===== config.mk =====
export PLATFORM = sky130hd
export DESIGN_NAME = bnn_fc_seq
export DESIGN_NICKNAME = d
export VERILOG_FILES = /design/src/rtl/bnn_fc_seq.sv
export SDC_FILE = /design/constraint.sdc
export NUM_CORES = 2
export LEC_CHECK = 0
export CAP_MARGIN = 20
export CORE_MARGIN = 5
export CORE_UTILIZATION = 44
export CTS_BUF_LIST = sky130_fd_sc_hd__clkbuf_4
export DETAILED_ROUTE_END_ITERATION = 8
export PLACE_DENSITY_LB_ADDON = 0.15
export SKIP_LAST_GASP = 1
export SLEW_MARGIN = 0
export SYNTH_ARGS = -nofsm -noshare
export SYNTH_HDL_FRONTEND = slang
export SYNTH_SLANG_ARGS = --single-unit
export TNS_END_PERCENT = 30

===== constraint.sdc =====
create_clock -name clk_i -period 13.1 [get_ports clk_i]
set_input_delay 1.31 -clock clk_i [delete_from_list [all_inputs] [get_ports clk_i]]
set_output_delay 1.31 -clock clk_i [all_outputs]
set_load 0.005 [all_outputs]

===== src/rtl/bnn_fc_seq.sv =====
// Sequential binary fully-connected layer: XNOR-popcount per neuron, PAR neurons per cycle.
// Optional BNN_ARGMAX_EN adds class_o, the lowest index of the maximum score.
module bnn_fc_seq #(
  parameter int N_IN  = 64,
  parameter int N_OUT = 16,
  parameter int PAR   = 1,
  localparam int CW   = $clog2(N_IN + 1),
  localparam int AW   = (N_OUT > 1) ? $clog2(N_OUT) : 1
) (
  input  logic                  clk_i,
  input  logic                  rst_ni,
  input  logic                  cfg_we_i,
  input  logic [AW-1:0]         cfg_addr_i,
  input  logic [N_IN-1:0]       cfg_wdata_i,
  input  logic [CW-1:0]         cfg_thr_i,
  input  logic [1:0]            cfg_sign_i,
  output logic                  cfg_err_o,
  input  logic                  in_valid_i,
  output logic                  in_ready_o,
  input  logic [N_IN-1:0]       layer_i,
  output logic                  out_valid_o,
  input  logic                  out_ready_i,
  output logic [N_OUT-1:0]      act_o,
  output logic [N_OUT*CW-1:0]   score_o
`ifdef BNN_ARGMAX_EN
  ,
  output logic [AW-1:0]         class_o
`endif
);

  localparam int NSTEP = N_OUT / PAR;
  localparam int CNTW  = (NSTEP > 1) ? $clog2(NSTEP) : 1;

  typedef enum logic [1:0] {IDLE = 2'd0, COMP = 2'd1, DONE = 2'd2} state_e;

  function automatic logic [CW-1:0] popcount_f(input logic [N_IN-1:0] v);
    logic [CW-1:0] c;
    c = '0;
    for (int i = 0; i < N_IN; i++) c = c + CW'(v[i]);
    return c;
  endfunction

  function automatic logic act_f(input logic [CW-1:0] sc, input logic [CW-1:0] thr,
                                 input logic [1:0] sg);
    case (sg)
      2'b00:   act_f = (sc >= thr);
      2'b01:   act_f = (sc < thr);
      2'b10:   act_f = 1'b1;
      2'b11:   act_f = 1'b0;
      default: act_f = 1'b0;
    endcase
  endfunction

  state_e                state_q, state_d;
  logic [N_IN-1:0]       layer_q, layer_d;
  logic [CNTW-1:0]       cnt_q, cnt_d;
  logic [N_OUT-1:0]      act_q, act_d;
  logic [N_OUT*CW-1:0]   score_q, score_d;
  logic                  in_ready_q, in_ready_d;
  logic                  out_valid_q, out_valid_d;
  logic                  cfg_err_q, cfg_err_d;
  logic                  cfg_ok_s;
  logic [CW-1:0]         sc_s;
  int                    idx_s;
  logic [N_IN-1:0]       w_q    [N_OUT];
  logic [CW-1:0]         thr_q  [N_OUT];
  logic [1:0]            sign_q [N_OUT];
`ifdef BNN_ARGMAX_EN
  logic [CW-1:0]         best_q, best_d;
  logic [AW-1:0]         class_q, class_d;
`endif

  // FSM next state, neuron evaluation and config acceptance
  always_comb begin
    state_d   = state_q;
    layer_d   = layer_q;
    cnt_d     = cnt_q;
    act_d     = act_q;
    score_d   = score_q;
    cfg_ok_s  = 1'b0;
    cfg_err_d = 1'b0;
    sc_s      = '0;
    idx_s     = 0;
`ifdef BNN_ARGMAX_EN
    best_d    = best_q;
    class_d   = class_q;
`endif
    case (state_q)
      IDLE: begin
        if (in_valid_i) begin
          layer_d = layer_i;
          cnt_d   = '0;
          state_d = COMP;
        end else begin
          state_d = IDLE;
        end
      end
      COMP: begin
`ifdef BNN_ARGMAX_EN
        // A new vector restarts the running max at neuron 0.
        if (cnt_q == '0) begin
          best_d  = '0;
          class_d = '0;
        end else begin
          best_d  = best_q;
          class_d = class_q;
        end
`endif
        for (int p = 0; p < PAR; p++) begin
          idx_s = int'(cnt_q) * PAR + p;
          sc_s  = popcount_f(~(layer_q ^ w_q[idx_s]));
          score_d[idx_s*CW +: CW] = sc_s;
          act_d[idx_s] = act_f(sc_s, thr_q[idx_s], sign_q[idx_s]);
`ifdef BNN_ARGMAX_EN
          if (sc_s > best_d || idx_s == 0) begin
            best_d  = sc_s;
            class_d = AW'(idx_s);
          end else begin
            best_d  = best_d;
          end
`endif
        end
        cnt_d = cnt_q + CNTW'(1);
        if (cnt_q == CNTW'(NSTEP - 1)) state_d = DONE;
        else                           state_d = COMP;
      end
      DONE: begin
        if (out_ready_i) state_d = IDLE;
        else             state_d = DONE;
      end
      default: state_d = IDLE;
    endcase

    if (cfg_we_i) begin
      if (state_q == IDLE && int'(cfg_addr_i) < N_OUT) cfg_ok_s  = 1'b1;
      else                                             cfg_err_d = 1'b1;
    end else begin
      cfg_ok_s = 1'b0;
    end
  end

  assign in_ready_d  = (state_d == IDLE);
  assign out_valid_d = (state_d == DONE);

  // State, datapath and output registers
  always_ff @(posedge clk_i or negedge rst_ni) begin
    if (!rst_ni) begin
      state_q     <= IDLE;
      layer_q     <= '0;
      cnt_q       <= '0;
      act_q       <= '0;
      score_q     <= '0;
      in_ready_q  <= 1'b1;
      out_valid_q <= 1'b0;
      cfg_err_q   <= 1'b0;
`ifdef BNN_ARGMAX_EN
      best_q      <= '0;
      class_q     <= '0;
`endif
    end else begin
      state_q     <= state_d;
      layer_q     <= layer_d;
      cnt_q       <= cnt_d;
      act_q       <= act_d;
      score_q     <= score_d;
      in_ready_q  <= in_ready_d;
      out_valid_q <= out_valid_d;
      cfg_err_q   <= cfg_err_d;
`ifdef BNN_ARGMAX_EN
      best_q      <= best_d;
      class_q     <= class_d;
`endif
    end
  end

  // Per-neuron parameter storage, written only from IDLE
  always_ff @(posedge clk_i or negedge rst_ni) begin
    if (!rst_ni) begin
      for (int k = 0; k < N_OUT; k++) begin
        w_q[k]    <= '0;
        thr_q[k]  <= '0;
        sign_q[k] <= '0;
      end
    end else if (cfg_ok_s) begin
      w_q[cfg_addr_i]    <= cfg_wdata_i;
      thr_q[cfg_addr_i]  <= cfg_thr_i;
      sign_q[cfg_addr_i] <= cfg_sign_i;
    end
  end

  assign cfg_err_o   = cfg_err_q;
  assign in_ready_o  = in_ready_q;
  assign out_valid_o = out_valid_q;
  assign act_o       = act_q;
  assign score_o     = score_q;
`ifdef BNN_ARGMAX_EN
  assign class_o     = class_q;
`endif

endmodule


==> reports/metrics.csv <==
metric,value,unit
GRT Max-Usage Layer,met2,
met3 usage,5.47,%
Pre-antenna DRT Iters,5,
Post-synth EDFFs,0,
DR WL/cell,26.0,um
worst r2r path cells,29,
Setup WS pre-CTS,2.01,ns
worst slew pin tran,1.16,ns
DR iter-0 viols,2099,
WL final,169000,um
# rows,137,
gr usage total,23.0,%
sequential area share after synthesis,55.1,%
proportion of synthesized area in mux cells,36.6,%
share of cells above drive strength 1,50.0,%
"Data arrival, critical path",12.30,ns
Ys Warns,0,
Via density,5.55,
Vias,36100,
Final Net Count,4578,
H-tree levels,5,
Main synth FF type,dfrtp_1,
Final Critical Period,11.17,ns
Die W,386,um
post-CTS sizing,0,
Worst setup endpoint,act_o[12]$_DFFE_PN0P_,
largest cells by area after synthesis,"dfrtp_1 55%, mux2_2 23%, mux4_2 13%",
Cell variety after synth,47,
Slew headroom,22.4,%
Residual DRC,0,
Util after Layout,51.1,%
Top Ports,277,
fillers,12000,
Root Buffer,clkbuf_4,
DP Wirelength,97900,um
Area Growth Syn to Fin,15.1,%
Final Hold Fails,0,
post-synthesis xor/xnor area fraction,0.973,%
Worst Hold Slack,0.482,ns
fin crit share,85.3,%
Antenna Nets Post-Route,0,
initial antenna violation count,20,
net count after synthesis,4145,
"slowest stage delay, CP",1.00,ns
post-synthesis simple-gate area fraction,2.23,%
first-pass GRT wire length,254000,um
r2r endpoint,act_o[12]$_DFFE_PN0P_,
vias in the first global route,38500,
main combinational cell family by area after synthesis,multiplexers,
CTS tree,yes,
final setup vio count,0,
unrepaired setup endpoints after global routing,no,
fraction of the mapped netlist area in adder cells,2.28,%
crit path kind,flop to flop,
slowest CP cell,dfrtp_4,
final worst slack,1.93,ns
Worst-path clk slew,0.07,ns
crit-path most repeated cell,fa_1,
Post-synth ARST share,100,%
die area,149000,um2
Fmax,89.5,MHz
crit path max fanout,55,
port bufs,276,
Seq cells post-synth,1369,
R2R Setup Slk,1.93,ns
core box area,140000,um2
RePlAce Congestion,0.798,
cell taking the most area after synthesis,dfrtp_1,
r2r startpoint,cnt_q[0]$_DFFE_PN0P_,
clk buf depth,4,
max_cap viols,0,
Skew-Pair Late Insertion Delay,1.29,ns
status,"finished, final reports clean",
met2 global-route usage,35.4,%
setup repair bufs after CTS,0,
syn_area_per_cell,15.9,um2
"Slew Viols, Final",0,
largest net degree at the start of global routing,170,
Synth Instances,3918,
final setup TNS,0,ns
Synth Area in Compound Gates,0.449,%
clk_skew,0.109,ns
total global routing overflow,0,
Die Span Y,386,um
Post-Syn Area,62100,um2
CP Data Required Time,14.23,ns
# clock sinks,1369,
GRT met1 Usage,32.8,%
total CTS buffers,381,
Yosys top cell area share,55.1,%
CP startpoint,cnt_q[0]$_DFFE_PN0P_,
worst hold-check path type,flop to flop,
Worst setup SP type,flop,
Worst setup EP type,flop,
initial core utilization,44.4,%
## per-layer routing
metal / vias to the layer above / part of all wire [%]
li1: 15400 / -
met1: 19400 / 45
met2: 1006 / 46
met3: 274 / 5.9
met4: 14 / 2.3
met5: - / 0.054
## critical path: cells and delay by family, from the launching register on
kind,cells,cell delay [ns]
adder cells (fa/ha/maj),10,4.63
AO/OA/AOI/OAI,5,1.77
multiplexers,4,1.75
flip-flops,1,1.00
buffers and inverters,6,0.89
AND/OR/NAND/NOR,3,0.46
XOR/XNOR,1,0.36
## Yosys cell counts, types with 8 or more instances
master / instances
a21oi_1: 8
buf_1: 25
buf_2: 78
clkbuf_1: 190
dfrtp_1: 1368
fa_1: 54
ha_1: 27
inv_1: 65
mux2_1: 10
mux2_2: 1263
mux2_4: 11
mux4_2: 357
nand2_1: 225
nand3_1: 9
nor2_1: 70
o21ai_0: 21
xnor2_1: 38
xor2_1: 31
## worst min path at each step
stage | to | cells past startpoint | startpoint | slack (ns)
after detailed placement | score_o[85]$_DFFE_PN0P_ | 2 | score_o[85]$_DFFE_PN0P_ | 0.47
after global routing | layer_q[4]$_DFFE_PN0P_ | 3 | layer_i[4] | 0.42
after CTS | layer_q[15]$_DFFE_PN0P_ | 3 | layer_i[15] | 0.35
after global placement | thr_q[108]$_DFFE_PN0P_ | 1 | thr_q[108]$_DFFE_PN0P_ | 0.47
final | thr_q[93]$_DFFE_PN0P_ | 1 | thr_q[93]$_DFFE_PN0P_ | 0.48
after floorplan | thr_q[93]$_DFFE_PN0P_ | 1 | thr_q[93]$_DFFE_PN0P_ | 0.45
## registers in the layout (all words and copies together) (netlist names)
| register | flops |
|---|---|
| out_valid_o | 1 |
| in_ready_o | 1 |
| sign_q | 32 |
| cnt_q | 4 |
| w_q | 1024 |
| state_q | 2 |
| act_o | 16 |
| layer_q | 64 |
| cfg_err_o | 1 |
| score_o | 112 |
| thr_q | 112 |
## kinds of logic after synthesis
| logic type | after synthesis |
|---|---|
| muxes | 1652 |
| DFF | 1369 |
| buffers and inverters | 361 |
| and+or+nand+nor | 340 |
| adders and majority gates | 81 |
| xor gates and xnor gates | 69 |
| AOI/OAI and AO/OA | 46 |
## placed cells by master, fill, tap and decap left out, drive strengths merged, types with 3 or more instances in the layout
| cell type | netlist | layout |
|---|---|---|
| dfrtp | 1368 | 1368 |
| o21ai | 22 | 22 |
| buf | 105 | 70 |
| o31ai | 4 | 4 |
| and3 | 4 | 4 |
| xor2 | 31 | 31 |
| mux4 | 361 | 361 |
| nor4 | 3 | 3 |
| clkinv | 0 | 82 |
| nand3 | 9 | 9 |
| mux2 | 1284 | 1284 |
| nand2b | 7 | 7 |
| a21oi | 8 | 8 |
| clkdlybuf4s50 | 0 | 275 |
| xnor2 | 38 | 38 |
| nand2 | 225 | 225 |
| diode | 0 | 5 |
| mux2i | 7 | 7 |
| or3 | 3 | 3 |
| ha | 27 | 27 |
| clkbuf | 191 | 562 |
| inv | 65 | 69 |
| nor3 | 7 | 7 |
| fa | 54 | 54 |
| nor2 | 70 | 70 |
| nor2b | 5 | 5 |
## timing repair
item / 4_1_cts / 5_1_grt
endpoints found under the hold margin: 117 / 0
setup endpoints to repair: 0 / 0
hold buffers: 1 / 0
## area by class of cell
class,instances,area (um2),area share (%)
tap,1876,2350,3.28
timing repair buffer,346,3470,4.86
sequential,1369,34300,47.9
multi-input combinational,2188,26500,37.1
inverter,65,244,0.341
clock buffer,562,4220,5.90
antenna,5,12.5,0.0175
clock inverter,90,419,0.586
## through the flow
step	std cells	instance area, um2
2_1_floorplan	3918	62100
3_3_place_gp	5841	66800
3_5_place_dp	5841	66800
4_1_cts	6494	71500
5_1_grt	6497	71500
6_report	6501	71500
Power is left out: the tool's default activity adds up to more than one toggle a clock period on the data nets, which glitch-free logic cannot reach.
